--- src/rtl/rtc_bcd_countdown.sv ---
// Six-digit BCD countdown (mm:ss:cc) for the stopwatch timer mode.
// Loads a validated BCD preset and counts down one centisecond per basetick.
// Flags expiry at 00:00:00, and can optionally reload the preset and keep going.
//
// state | meaning
// IDLE  | stopped; loads accepted; start runs if count != 0
// RUN   | decrementing on each basetick
// PAUSE | frozen mid-run; start resumes, stop returns to IDLE
// DONE  | expired; count holds 0 until stop or load
module rtc_bcd_countdown #(
  parameter logic [23:0] DIGIT_MAX   = 24'h595999,
  parameter logic        AUTO_RELOAD = 1'b0
) (
  input  logic        i_rtcclk,
  input  logic        i_reset_n,
  input  logic        i_basetick,
  input  logic        i_load,
  input  logic [23:0] i_preset,
  input  logic        i_start,
  input  logic        i_stop,
  output logic [23:0] o_bcdcount,
  output logic [1:0]  o_state,
  output logic        o_expired,
  output logic        o_loaderr
);

  typedef enum logic [1:0] {
    IDLE  = 2'b00,
    RUN   = 2'b01,
    PAUSE = 2'b10,
    DONE  = 2'b11
  } state_t;

  state_t      state_q;
  logic [23:0] count_q;
  logic [23:0] preset_q;
  logic [23:0] dec_count;
  logic        preset_ok;
  logic        count_nz;

  // One BCD step down: a zero digit wraps to its maximum and borrows upward.
  function automatic logic [23:0] bcd_dec(input logic [23:0] v);
    logic [23:0] r;
    logic        borrow;
    r      = v;
    borrow = 1'b1;
    for (int i = 0; i < 6; i++) begin
      if (borrow) begin
        if (v[i*4 +: 4] == 4'd0) begin
          r[i*4 +: 4] = DIGIT_MAX[i*4 +: 4];
        end else begin
          r[i*4 +: 4] = v[i*4 +: 4] - 4'd1;
          borrow      = 1'b0;
        end
      end
    end
    return r;
  endfunction

  // Every nibble must lie within its digit's range.
  function automatic logic bcd_valid(input logic [23:0] v);
    logic ok;
    ok = 1'b1;
    for (int i = 0; i < 6; i++) begin
      if (v[i*4 +: 4] > DIGIT_MAX[i*4 +: 4]) ok = 1'b0;
    end
    return ok;
  endfunction

  // Next-count and preset check, shared by every state.
  always_comb begin
    dec_count = bcd_dec(count_q);
    preset_ok = bcd_valid(i_preset);
    count_nz  = (count_q != 24'd0);
  end

  // Control FSM with count, stored preset and pulse outputs; priority stop > start > load.
  always_ff @(posedge i_rtcclk or negedge i_reset_n) begin
    if (!i_reset_n) begin
      state_q   <= IDLE;
      count_q   <= 24'd0;
      preset_q  <= 24'd0;
      o_expired <= 1'b0;
      o_loaderr <= 1'b0;
    end else begin
      o_expired <= 1'b0;
      o_loaderr <= 1'b0;
      case (state_q)
        IDLE: begin
          if (i_stop) begin
            state_q <= IDLE;
          end else if (i_start && count_nz) begin
            state_q <= RUN;
          end else if (i_load) begin
            if (preset_ok) begin
              count_q  <= i_preset;
              preset_q <= i_preset;
            end else begin
              o_loaderr <= 1'b1;
            end
          end
        end
        RUN: begin
          // A tick arriving with stop is still applied; expiry beats PAUSE.
          if (i_basetick && count_nz) begin
            if (dec_count == 24'd0) begin
              o_expired <= 1'b1;
              if (AUTO_RELOAD && (preset_q != 24'd0)) begin
                count_q <= preset_q;
              end else begin
                count_q <= 24'd0;
                state_q <= DONE;
              end
            end else begin
              count_q <= dec_count;
              if (i_stop) state_q <= PAUSE;
            end
          end else if (i_stop) begin
            state_q <= PAUSE;
          end
        end
        PAUSE: begin
          if (i_stop) begin
            state_q <= IDLE;
          end else if (i_start) begin
            state_q <= RUN;
          end else if (i_load) begin
            if (preset_ok) begin
              count_q  <= i_preset;
              preset_q <= i_preset;
              state_q  <= IDLE;
            end else begin
              o_loaderr <= 1'b1;
            end
          end
        end
        DONE: begin
          if (i_stop) begin
            state_q <= IDLE;
          end else if (i_load) begin
            if (preset_ok) begin
              count_q  <= i_preset;
              preset_q <= i_preset;
              state_q  <= IDLE;
            end else begin
              o_loaderr <= 1'b1;
            end
          end
        end
        default: state_q <= IDLE;
      endcase
    end
  end

  assign o_bcdcount = count_q;
  assign o_state    = state_q;

endmodule

--- config.mk ---
export PLATFORM = sky130hd
export DESIGN_NAME = rtc_bcd_countdown
export DESIGN_NICKNAME = d
export VERILOG_FILES = /design/src/rtl/rtc_bcd_countdown.sv
export SDC_FILE = /design/constraint.sdc
export NUM_CORES = 1
export LEC_CHECK = 0
export ABC_AREA = 1
export CAP_MARGIN = 25
export CORE_MARGIN = 5
export CORE_UTILIZATION = 52
export CTS_CLUSTER_SIZE = 12
export DETAILED_ROUTE_END_ITERATION = 16
export PLACE_DENSITY = 0.94
export SLEW_MARGIN = 10
export SYNTH_ARGS = -nofsm -noshare
export SYNTH_HDL_FRONTEND = slang
export SYNTH_SLANG_ARGS = --single-unit
--- constraint.sdc ---
create_clock -name i_rtcclk -period 3.4 [get_ports i_rtcclk]
set_input_delay 0.68 -clock i_rtcclk [delete_from_list [all_inputs] [get_ports i_rtcclk]]
set_output_delay 0.68 -clock i_rtcclk [all_outputs]
set_load 0.01 [all_outputs]
Word level (Yosys, flattened, before mapping)
Cells that the tools add are included.

operators by class
  add/subtract/negate cells = 6
  multiplexer cells = 58
  equal/unequal tests = 10
  $lt $le $gt $ge = 6
  reduce and logical (&&, ||, !) cells = 12

operator list
  kind                                                            count
  two-way mux 24 bit                                              9
  one-hot mux 24 bit (4 select lines)                             1
  two-way mux 4 bit                                               11
  two-way mux 1 bit                                               25
  logical NOT 24 bit                                              1
  logical NOT 4 bit                                               6
  nonzero test 24 bit                                             1
  subtractor 4 x 1 -> 4 bit (second input constant)               6
  two-way mux 2 bit                                               10
  greater-than comparator 4 bit (second input constant)           4
  inequality test 2 bit (second input constant)                   6
  greater-than comparator 4 x 3 -> 1 bit (second input constant)  2
  one-hot mux 2 bit (4 select lines)                              1
  AND reduction 6 bit                                             1
  == test 2 bit (second input constant)                           2
  inequality test 3 bit (second input constant)                   1
  one-hot mux 1 bit (3 select lines)                              1
  == test 2 x 1 -> 1 bit (second input constant)                  1
  logical AND 1 bit                                               2
  logical NOT 2 bit                                               1

word-level totals
  logic and storage cells = 96
  output and inout port bits = 28
  input bits = 30
  flip-flop bits (word level) = 28

Logic depth before layout (Yosys ltp)
Gate-level depths: netlist (run 1).

  depth after elaboration = 12
  depth in mapped cells = 14
  gate-level depth less buffers = 13

Worst setup path before layout (run 1)
No wires, ideal clock.

  kind = reg-to-reg
  start point = reg count_q[8] (netlist: o_bcdcount[8])
  end point = reg count_q[1] (netlist: o_bcdcount[1])
  required time = 3.279 ns
  clock period less this slack = 1.898 ns
  stages on the path, launching flop included = 14
  data arrival time = 1.778 ns
  path slack = 1.502 ns
  setup time = 0.121 ns
  cells stage by stage = dfrtp_1 -> nor2_2 -> nand2_1 -> nor2_4 -> nand3_4 -> nor2_4 -> nand2_2 -> nand2_2 -> inv_2 -> nand2_2 -> nand3_4 -> buf_4 -> a21oi_2 -> a21oi_2

on the way
  cells in the longest elaborated chain, start to end = 10
  elaborated cells between the ends (all ways) = 21
  those cells by class = add/sub (1); eq/ne (2); mux (12); reduce/logical (6)

ends and longest elaborated chain
  item                                 line  RTL
  start: declaration                   35    logic [23:0] count_q;
  start signal: assignment             96    count_q <= i_preset;
  start signal: assignment             109   count_q <= preset_q;
  start signal: assignment             115   count_q <= dec_count;
  logical NOT 4 bit                    49    if (v[i*4 +: 4] == 4'd0) begin
  two-way mux 1 bit                    49
  two-way mux 1 bit (3 in a row)       48    if (borrow) begin
  two-way mux 4 bit                    48
  logical NOT 24 bit                   106   if (dec_count == 24'd0) begin
  two-way mux 24 bit                   106
  two-way mux 24 bit                   105   if (i_basetick && count_nz) begin
  one-hot mux 24 bit (4 select lines)  88    case (state_q)

Parallel ways exist; a longest one is shown, timed or not. The select of a mux whose other input is x is not followed.
A chain may end at the register's enable or synchronous reset.

Worst setup path after layout (run 1)
  start point = reg count_q[0] (netlist: o_bcdcount[0])
  end point = reg count_q[3] (netlist: o_bcdcount[3])

on the way
  cells in the longest elaborated chain, start to end = 11
  elaborated cells between the ends (all ways) = 23
  those cells by class = add/sub (1); eq/ne (2); mux (14); reduce/logical (6)

ends and longest elaborated chain
  item                                 line
  logical NOT 4 bit                    49
  two-way mux 1 bit                    49
  two-way mux 1 bit (4 in a row)       48
  two-way mux 4 bit                    48
  logical NOT 24 bit                   106
  two-way mux 24 bit                   106
  two-way mux 24 bit                   105
  one-hot mux 24 bit (4 select lines)  88

Parallel ways exist; a longest one is shown, timed or not. The select of a mux whose other input is x is not followed.

==> results of run 1 <==
-- worst reg2reg max path: cells and delay by family, from the launching register on --
family	cells	cell delay, ps
compound gates	2	340
buf+inv	2	520
flops	1	490
simple gates	9	1370
-- how the worst max path moves through the flow --
stage	startpoint	to	slack, ps	cells after the start
after detailed placement	i_preset[6]	o_bcdcount[3]$_DFFE_PN0P_	560	9
after global routing	o_bcdcount[4]$_DFFE_PN0P_	o_bcdcount[3]$_DFFE_PN0P_	450	13
after floorplan	o_bcdcount[8]$_DFFE_PN0P_	o_bcdcount[1]$_DFFE_PN0P_	1500	13
final	o_bcdcount[0]$_DFFE_PN0P_	o_bcdcount[3]$_DFFE_PN0P_	610	13
after CTS	o_bcdcount[0]$_DFFE_PN0P_	o_bcdcount[3]$_DFFE_PN0P_	640	13
after global placement	i_preset[6]	o_bcdcount[3]$_DFFE_PN0P_	660	9
-- sequential cells by signal (all words and copies together) (netlist names) --
| register | cells |
|---|---|
| o_loaderr | 1 |
| o_state | 2 |
| o_bcdcount | 24 |
| o_expired | 1 |
-- cell usage after synthesis --
cell / count / share of area
nor3b_1: 1 / 0.0035
o211a_1: 2 / 0.0095
nand3_1: 25 / 0.059
nand4_1: 3 / 0.0089
nand2_1: 88 / 0.16
inv_1: 37 / 0.066
nor2_2: 3 / 0.0089
nor2_4: 5 / 0.027
and2_0: 1 / 0.0030
a21oi_2: 7 / 0.029
dfrtp_1: 28 / 0.33
nand3_4: 2 / 0.017
o21ai_1: 12 / 0.028
xor2_1: 2 / 0.0083
a31oi_1: 2 / 0.0059
o21ai_0: 27 / 0.064
a22oi_1: 1 / 0.0035
a21oi_1: 23 / 0.054
nor3_1: 4 / 0.0095
clkbuf_1: 4 / 0.0071
buf_6: 1 / 0.0053
nor2_1: 33 / 0.059
inv_2: 2 / 0.0035
nand2_2: 4 / 0.012
buf_4: 4 / 0.014
o21ai_2: 2 / 0.0083
-- routing by layer --
metal	up-vias	track usage	wire length (um)
met4	0	0.0905	119
li1	1163	-	-
met1	1117	0.285	2530
met3	12	0.0492	480
met5	-	0	0
met2	107	0.394	3010
-- cell families after synthesis --
kind of cell | synth area share
AND/OR/NAND/NOR | 0.362
AO/OA/AOI/OAI | 0.203
buffers and inverters | 0.0957
flip-flops | 0.331
XOR/XNOR | 0.00828
-- through the flow --
| step | worst slack (ps) | instances | hold WS (ps) | power [mW] |
|---|---|---|---|---|
| 2_1_floorplan | 1500 | 323 | 384 | 1.51 |
| 4_1_cts | 642 | 427 | 585 | 2.28 |
| 3_3_place_gp | 663 | 424 | 549 | 2.03 |
| 3_5_place_dp | 563 | 424 | 539 | 2.08 |
| 5_1_grt | 450 | 427 | 627 | 2.48 |
| 6_report | 614 | 427 | 585 | 2.29 |
-- power groups by stage --
stage	Sequential [mW]	Clock, mW	Combinational (mW)
after floorplan	0.730	0	0.784
after global placement	0.690	0	1.34
after detailed placement	0.703	0	1.38
after CTS	0.696	0.193	1.39
after global routing	0.728	0.201	1.55
final	0.700	0.190	1.40
-- final cells by class --
type	count	area [um2]	area share
inverter	39	146	0.0531
timing repair buffer	60	593	0.215
sequential	28	701	0.254
multi-input combinational	247	1210	0.440
tap	50	62.6	0.0227
clock buffer	3	41.3	0.0150
-- layout by cell type, fill, tap and decap left out, types with 5 or more instances in the layout --
| master | n |
|---|---|
| nor2_4 | 5 |
| o21ai_0 | 27 |
| nand3_1 | 25 |
| dfrtp_1 | 28 |
| nor2_1 | 33 |
| clkdlybuf4s50_1 | 57 |
| nand2_1 | 88 |
| a21oi_1 | 23 |
| inv_1 | 37 |
| o21ai_1 | 12 |
| a21oi_2 | 7 |
==> flow_summary_export.csv, run 1 <==
group,metric,value,unit
run_status,outcome,"finished, final reports clean",
clock_network,cts.sink_count,28,
power,switchingPower,1.13,mW
clock_network,root_buffer,"clkbuf_8",
clock_network,clock_path_buffers,2,
route,totalWireLength,6140,um
power,seqPwrFrac,0.306,
global_route,first_global_vias,2366,
worst_setup_path,ff2ff_setup_slack,610,ps
power,power_switching_share,0.494,
route,drt-initial-drc-count,171,
layout,fin_util,0.694,
floorplan,die-width,73.8,um
worst_setup_path,required,3610,ps
floorplan,die_area,5450,um2
job,drv_cap,0,
hold_path,holdPathEnd,"o_bcdcount[21]$_DFFE_PN0P_",
sta,tightest_slew,529,ps
clock_network,post-cts-setup-buffer-count,0,
clock_network,clkLatencyLatePin,280,ps
worst_setup_path,cp_common_cell,"nand2_2",
floorplan,core-area,3970,um2
power,power_density,829,nW/um2
sta,rsz0062_at_grt,"no",
clock_network,numCtsBuffers,3,
layout,syn_to_final_growth,30.3,%
logic_synthesis,synth_area,2120,um2
hold_path,min_path_type,"reg -> reg",
route,wire_per_inst,14.4,um
sta,finalHoldViolations,0,
logic_synthesis,ys.warnings.count,0,
global_route,grt_remaining_overflow,0,
sta,finalCritPeriodShare,0.819,
logic_synthesis,ys_seq_area_frac,0.331,
layout,layout.nets,409,
route,ant_nets,0,
worst_setup_path,r2r_end,"o_bcdcount[3]$_DFFE_PN0P_",
route,drc,0,
sta,period_minus_slack,2790,ps
logic_synthesis,syn_avg_cell_area,6.55,um2
global_route,grt_pass1_wl,10100,um
worst_setup_path,cpPeakStageDelay,490,ps
floorplan,die_h,73.8,um
worst_setup_path,crit_chain,"nor2_4 -> nand2_2 -> nor2_4 -> nand3_4 -> nor2_4 -> nand2_2 -> nand2_2 -> inv_2 -> nand2_2 -> nand3_4 -> inv_2 -> o21ai_0 -> o21ai_1",
route,dr.pass1.iters,4,
layout,stdcell_area,2760,um2
layout,fillers,364,
clock_network,cts_tree,"yes",
global_route,track_usage,0.232,
power,vdd_drop_max,0.556,mV
place,port_buffers,57,
clock_network,clk_pin_slew,100,ps
worst_setup_path,crit_fanout,31,
worst_setup_path,reg2reg_from,"o_bcdcount[0]$_DFFE_PN0P_",
sta,slew_headroom,0.647,
logic_synthesis,synth_seq_cells,28,
power,p_clk_frac,0.083,
place,gp_congestion,0.895,
logic_synthesis,syn-num-nets,353,
global_route,antenna_found_initial,0,
sta,setup-violations-final,0,
clock_network,cts_hold_buf,0,
worst_setup_path,ff2ff_path_depth,13,
worst_setup_path,critPathCaptureType,"flip-flop",
clock_network,cts-resized-gates,0,
worst_setup_path,worstPathBufferInverterCount,2,
place,post_dp_cell_area,2720,um2
logic_synthesis,netlist_instances,323,
hold_path,holdPathStages,2,
floorplan,rows,23,
floorplan,io_pins,58,
sta,tns,0,ps
worst_setup_path,slowest_stage,"dfrtp_1",
sta,slew_viol_final,0,
clock_network,h-tree-depth,1,
power,p_int,1.16,mW
worst_setup_path,path_delay_family,"simple AND/OR/NAND/NOR gates",
worst_setup_path,crit_arrival,3000,ps
layout,diodes,0,
route,via_count,2399,
place,hpwl,4630,um
worst_setup_path,worstSetupStartpointType,"flip-flop",
power,combPwrFrac,0.611,
global_route,grt_max_degree,33,
logic_synthesis,ys_types,26,
hold_path,min-delay-start,"o_bcdcount[21]$_DFFE_PN0P_",
layout,drive_above_1_share,0.0822,
sta,max_freq,0.359,GHz
power,power.leakage,1.28,nW
sta,finalClockSkew,9.00,ps
floorplan,start_util,0.533,
route,vias_per_cell,5.62,
worst_setup_path,criticalPathCategory,"reg -> reg",
Note: power is estimated with default switching activity, not from simulation.
==> run 2, diff against run 1 <==
CORE_UTILIZATION = 49   (was 52)
PLACE_DENSITY = 0.9   (was 0.94)
clock period = 2.7 ns   (was 3.4 ns; I/O delays follow)
==> run 2 against run 1 <==
  * Flip-flop and latch count did not move
  * Die area rose by 5.3%
  * Worst setup slack got worse by 330 ps
  * Combinational power rose by 26%
  * Hold slack got worse by 28 ps
  * Fmax rose by 15%
  * Wire length rose by 0.44%
  * First-iteration DRC count rose by 5.8%
  * Non-clock buffer count rose by 3
  * Final area rose by 0.91%
  * Power rose by 26%
  * Critical path type unchanged
  * Highest routed layer unchanged
==> flow_summary_export.csv, run 2 (synthesis results as in run 1) <==
group,metric,value,unit
layout,fin_util,0.653,
clock_network,clock_path_buffers,2,
worst_setup_path,ff2ff_path_depth,14,
place,post_dp_cell_area,2740,um2
worst_setup_path,critPathCaptureType,"flip-flop",
layout,stdcell_count,432,
power,p_clk_frac,0.083,
global_route,grt_max_degree,33,
floorplan,io_pins,58,
global_route,grt_remaining_overflow,0,
worst_setup_path,worstSetupStartpointType,"flip-flop",
clock_network,post-cts-setup-buffer-count,0,
route,wire_per_inst,14.3,um
worst_setup_path,crit_chain,"nor2_1 -> nand2_1 -> nor2_4 -> nand3_4 -> nor2_4 -> nand2_2 -> nand2_2 -> inv_2 -> nand2_2 -> nand3_4 -> inv_2 -> buf_4 -> nor2_1 -> a21oi_1",
route,dr.pass1.iters,5,
clock_network,clkLatencyLatePin,280,ps
sta,tns,0,ps
route,drc,0,
worst_setup_path,cpPeakStageDelay,480,ps
run_status,outcome,"finished, final reports clean",
route,via_count,2371,
worst_setup_path,cp.depth,14,
route,vias_per_cell,5.49,
route,ant_nets,0,
global_route,grt_pass1_wl,10000,um
layout,stdcell_area,2780,um2
floorplan,die_h,75.7,um
sta,period_minus_slack,2420,ps
sta,slew_headroom,0.670,
layout,mostFrequentLayoutCell,"nand2_1",
sta,tightest_slew,494,ps
worst_setup_path,slowest_stage,"dfrtp_1",
power,power_switching_share,0.491,
layout,diodes,0,
sta,finalCritPeriodShare,0.895,
hold_path,min_path_type,"reg -> reg",
global_route,first_global_vias,2263,
sta,slew_viol_final,0,
power,vdd_drop_max,0.484,mV
worst_setup_path,required,2910,ps
global_route,antenna_found_initial,0,
layout,mostFrequentLayoutCells,"nand2_1 (88), clkdlybuf4s50_1 (57), inv_1 (37), nor2_1 (33), dfrtp_1 (28)",
layout,largest_register_ffs,24,
hold_path,holdPathStages,2,
power,p_int,1.47,mW
power,power.leakage,1.29,nW
job,drv_cap,0,
route,totalWireLength,6170,um
layout,fillers,383,
clock_network,cts-resized-gates,0,
place,port_buffers,57,
power,power_density,1030,nW/um2
sta,max_freq,0.414,GHz
clock_network,cts_tree,"yes",
sta,rsz0062_at_grt,"no",
floorplan,die-width,75.7,um
sta,setup-violations-final,0,
place,hpwl,4710,um
clock_network,root_buffer,"clkbuf_8",
layout,drive_above_1_share,0.0895,
worst_setup_path,worstPathBufferInverterCount,3,
worst_setup_path,criticalPathCategory,"reg -> reg",
floorplan,die_area,5740,um2
floorplan,start_util,0.496,
power,switchingPower,1.41,mW
clock_network,h-tree-depth,1,
sta,finalHoldViolations,0,
power,combPwrFrac,0.613,
worst_setup_path,crit_arrival,2620,ps
worst_setup_path,cp_common_cell,"nand2_2",
clock_network,numCtsBuffers,3,
floorplan,rows,24,
layout,layout.nets,412,
clock_network,cts_hold_buf,0,
clock_network,cts.sink_count,28,
worst_setup_path,crit_fanout,20,
route,drt-initial-drc-count,181,
clock_network,clk_pin_slew,100,ps
sta,finalClockSkew,8.81,ps
floorplan,core-area,4260,um2
worst_setup_path,path_delay_family,"simple AND/OR/NAND/NOR gates",
place,gp_congestion,0.906,
power,seqPwrFrac,0.305,
place,dp.cells,429,
global_route,track_usage,0.227,
layout,syn_to_final_growth,31.4,%
-- run 2: cell count changes in the layout (fill, tap and decap cells not counted), sizes merged --
| cell | before | now |
|---|---|---|
| buf | 3 | 6 |
-- run 2: power by group through the flow --
stage / registers, mW / clock network [mW] / logic (mW)
4_1_cts: 0.873 / 0.240 / 1.76
5_1_grt: 0.915 / 0.253 / 1.95
3_3_place_gp: 0.867 / 0 / 1.70
6_report: 0.877 / 0.239 / 1.76
3_5_place_dp: 0.877 / 0 / 1.74
2_1_floorplan: 0.920 / 0 / 0.987
-- run 2: layout make-up --
type	count	area (um2)	area share
clock buffer	3	41.3	0.0148
inverter	39	146	0.0526
sequential	28	701	0.252
multi-input combinational	247	1210	0.436
tap	52	65.1	0.0234
timing repair buffer	63	616	0.221
-- run 2: per-layer routing --
| metal | vias to the layer above | routed length, um | track usage |
|---|---|---|---|
| met5 | - | 0 | 0 |
| met4 | 0 | 95 | 0.0699 |
| met3 | 14 | 440 | 0.0303 |
| met2 | 121 | 3010 | 0.405 |
| met1 | 1070 | 2620 | 0.284 |
| li1 | 1166 | - | - |
-- run 2: metrics by stage --
stage          total power [mW]  worst slack, ps  hold slack (ps)
5_1_grt                    3.11             49.7              590
3_3_place_gp               2.57              335              524
4_1_cts                    2.87              292              560
2_1_floorplan              1.91              802              244
3_5_place_dp               2.62              259              529
6_report                   2.88              283              557
-- run 2: worst paths after layout --
path,slack [ps],end,from
hold reg to reg,560,o_bcdcount[21]$_DFFE_PN0P_,o_bcdcount[21]$_DFFE_PN0P_
max in group asynchronous,1790,o_bcdcount[15]$_DFFE_PN0P_,i_reset_n
setup / recovery,280,o_bcdcount[20]$_DFFE_PN0P_,o_bcdcount[4]$_DFFE_PN0P_
min in group asynchronous,630,o_bcdcount[23]$_DFFE_PN0P_,i_reset_n
hold / removal,560,o_bcdcount[21]$_DFFE_PN0P_,o_bcdcount[21]$_DFFE_PN0P_
setup reg to reg,280,o_bcdcount[20]$_DFFE_PN0P_,o_bcdcount[4]$_DFFE_PN0P_
-- run 2: worst register-to-register path, stage by stage (launching register included) --
cell	delay, ps
dfrtp_1	480
nor2_1	230
nand2_1	140
nor2_4	150
nand3_4	130
nor2_4	150
nand2_2	90
nand2_2	80
inv_2	40
nand2_2	60
nand3_4	70
inv_2	270
buf_4	250
nor2_1	50
a21oi_1	140
==> run 3, diff against run 2 <==
CORE_UTILIZATION = 43   (was 49)
PLACE_DENSITY = 0.84   (was 0.9)
==> run 3 against run 2 <==
  * Die area up 12%
  * Register-to-register slack improved by 40 ps
  * Worst setup slack gained 41 ps
  * Power is 3.5% higher
  * Fmax grew 1.7%
  * Non-clock buffer count decreased by 1
  * Clock power increased by 46%
  * Critical path type unchanged
  * Largest power group unchanged
==> flow_summary_export.csv, run 3 (synthesis results as in run 1) <==
group,metric,value,unit
floorplan,core-area,4750,um2
route,via_count,2327,
layout,mostFrequentLayoutCell,"nand2_1",
global_route,grt_use_met1,0.251,
worst_setup_path,worstPathBufferInverterCount,3,
hold_path,holdPathStages,2,
floorplan,rows,25,
global_route,met3_usage,0.0291,
hold_path,min_path_type,"reg -> reg",
worst_setup_path,slowest_stage,"dfrtp_1",
power,vdd_drop_max,0.510,mV
sta,slew_headroom,0.736,
worst_setup_path,cp_common_cell,"nand2_2",
route,totalWireLength,6050,um
place,dp.cells,443,
clock_network,root_buffer,"clkbuf_8",
power,power.leakage,1.30,nW
sta,finalCritPeriodShare,0.880,
hold_path,min-delay-start,"o_bcdcount[21]$_DFFE_PN0P_",
layout,mostFrequentLayoutCells,"nand2_1 (88), clkdlybuf4s50_1 (57), inv_1 (37), nor2_1 (33), dfrtp_1 (28)",
worst_setup_path,path_delay_family,"simple AND/OR/NAND/NOR gates",
worst_setup_path,crit_fanout,17,
floorplan,die-width,80.2,um
sta,period_minus_slack,2380,ps
worst_setup_path,worstSetupStartpointType,"flip-flop",
layout,fin_util,0.597,
global_route,antenna_found_initial,0,
place,place_ws,291,ps
route,vias_per_cell,5.21,
worst_setup_path,ff2ff_path_depth,14,
sta,setup-violations-final,0,
worst_setup_path,critPathCaptureType,"flip-flop",
clock_network,clk_pin_slew,120,ps
clock_network,post-cts-setup-buffer-count,0,
sta,tightest_slew,391,ps
sta,rsz0062_at_grt,"no",
global_route,grtUsageMet2,0.329,
power,power_density,1050,nW/um2
global_route,grt_remaining_overflow,0,
floorplan,io_pins,58,
route,wire_per_inst,13.5,um
global_route,grt_most_used_layer,"met2",
place,gp_congestion,0.913,
layout,largest_register_ffs,24,
layout,diodes,0,
clock_network,cts-resized-gates,0,
global_route,grt_max_degree,33,
worst_setup_path,cpPeakStageDelay,460,ps
route,drc,0,
floorplan,die_h,80.2,um
worst_setup_path,r2r_end,"o_bcdcount[20]$_DFFE_PN0P_",
job,drv_cap,0,
clock_network,h-tree-depth,1,
sta,max_freq,0.421,GHz
worst_setup_path,crit_chain,"nor2_1 -> nand2_1 -> nor2_4 -> nand3_4 -> nor2_4 -> nand2_2 -> nand2_2 -> inv_2 -> nand2_2 -> nand3_4 -> inv_2 -> buf_12 -> nor2_1 -> a21oi_1",
global_route,track_usage,0.197,
worst_setup_path,reg2reg_from,"o_bcdcount[4]$_DFFE_PN0P_",
sta,slew_viol_final,0,
layout,layout.nets,411,
layout,syn_to_final_growth,34.0,%
sta,hold_ws,552,ps
sta,finalClockSkew,15.2,ps
hold_path,holdPathEnd,"o_bcdcount[21]$_DFFE_PN0P_",
worst_setup_path,required,2910,ps
run_status,outcome,"finished, final reports clean",
clock_network,cts_hold_buf,0,
clock_network,clock_path_buffers,2,
clock_network,clkLatencyLatePin,290,ps
route,drt-initial-drc-count,205,
global_route,first_global_vias,2305,
layout,drive_above_1_share,0.0895,
place,port_buffers,57,
place,hpwl,4520,um
worst_setup_path,criticalPathCategory,"reg -> reg",
sta,setup_slack,324,ps
clock_network,numCtsBuffers,3,
layout,fillers,458,
layout,stdcell_count,447,
floorplan,die_area,6430,um2
worst_setup_path,ff2ff_setup_slack,320,ps
floorplan,start_util,0.445,
route,ant_nets,0,
worst_setup_path,crit_arrival,2590,ps
worst_setup_path,cp.depth,14,
sta,finalHoldViolations,0,
global_route,grt_pass1_wl,10200,um
clock_network,cts.sink_count,28,
route,dr.pass1.iters,4,
clock_network,cts_tree,"yes",
sta,tns,0,ps
-- run 3: cell count changes in the layout (fill, tap and decap cells not counted), sizes merged --
cell | before | now
buf | 6 | 5
bufinv | 0 | 1
-- run 3: cell type report --
type                       instances  area (um2)  area share
multi-input combinational        247        1210       0.428
sequential                        28         701       0.247
timing repair buffer              62         621       0.219
inverter                          39         146      0.0516
tap                               67        83.8      0.0296
clock buffer                       3        41.3      0.0146
clock inverter                     1        30.0      0.0106
-- run 3: metal layers --
layer,up-vias,part of all wire
met1,1064,0.45
met3,16,0.057
met2,80,0.47
li1,1167,-
met4,0,0.024
met5,-,0
-- run 3: through the flow --
step	power, mW	area, um2
2_1_floorplan	1.91	2120
3_3_place_gp	2.58	2770
3_5_place_dp	2.62	2770
4_1_cts	2.98	2840
5_1_grt	3.26	2840
6_report	2.98	2840
-- run 3: worst reg2reg max path: cells and delay by family, from the launching register on --
family | cells | cell delay [ps]
AND/OR/NAND/NOR | 10 | 1280
flip-flops | 1 | 460
buffers and inverters | 3 | 460
AO/OA/AOI/OAI | 1 | 110
-- run 3: how the worst max path moves through the flow --
| stage | start | end | slack (ps) |
|---|---|---|---|
| 6_report | o_bcdcount[4]$_DFFE_PN0P_ | o_bcdcount[20]$_DFFE_PN0P_ | 320 |
| 5_1_grt | o_bcdcount[4]$_DFFE_PN0P_ | o_bcdcount[20]$_DFFE_PN0P_ | 100 |
| 4_1_cts | o_bcdcount[0]$_DFFE_PN0P_ | o_bcdcount[20]$_DFFE_PN0P_ | 320 |
| 3_5_place_dp | i_preset[1] | o_bcdcount[20]$_DFFE_PN0P_ | 290 |
| 3_3_place_gp | i_preset[22] | o_bcdcount[20]$_DFFE_PN0P_ | 360 |
| 2_1_floorplan | o_bcdcount[8]$_DFFE_PN0P_ | o_bcdcount[1]$_DFFE_PN0P_ | 800 |
-- run 3: power breakdown --
part / total (mW) / internal, mW / switching [mW]
clock: 0.349 / 0.199 / 0.150
combinational: 1.77 / 0.760 / 1.01
sequential: 0.866 / 0.612 / 0.253
total: 2.98 / 1.57 / 1.41
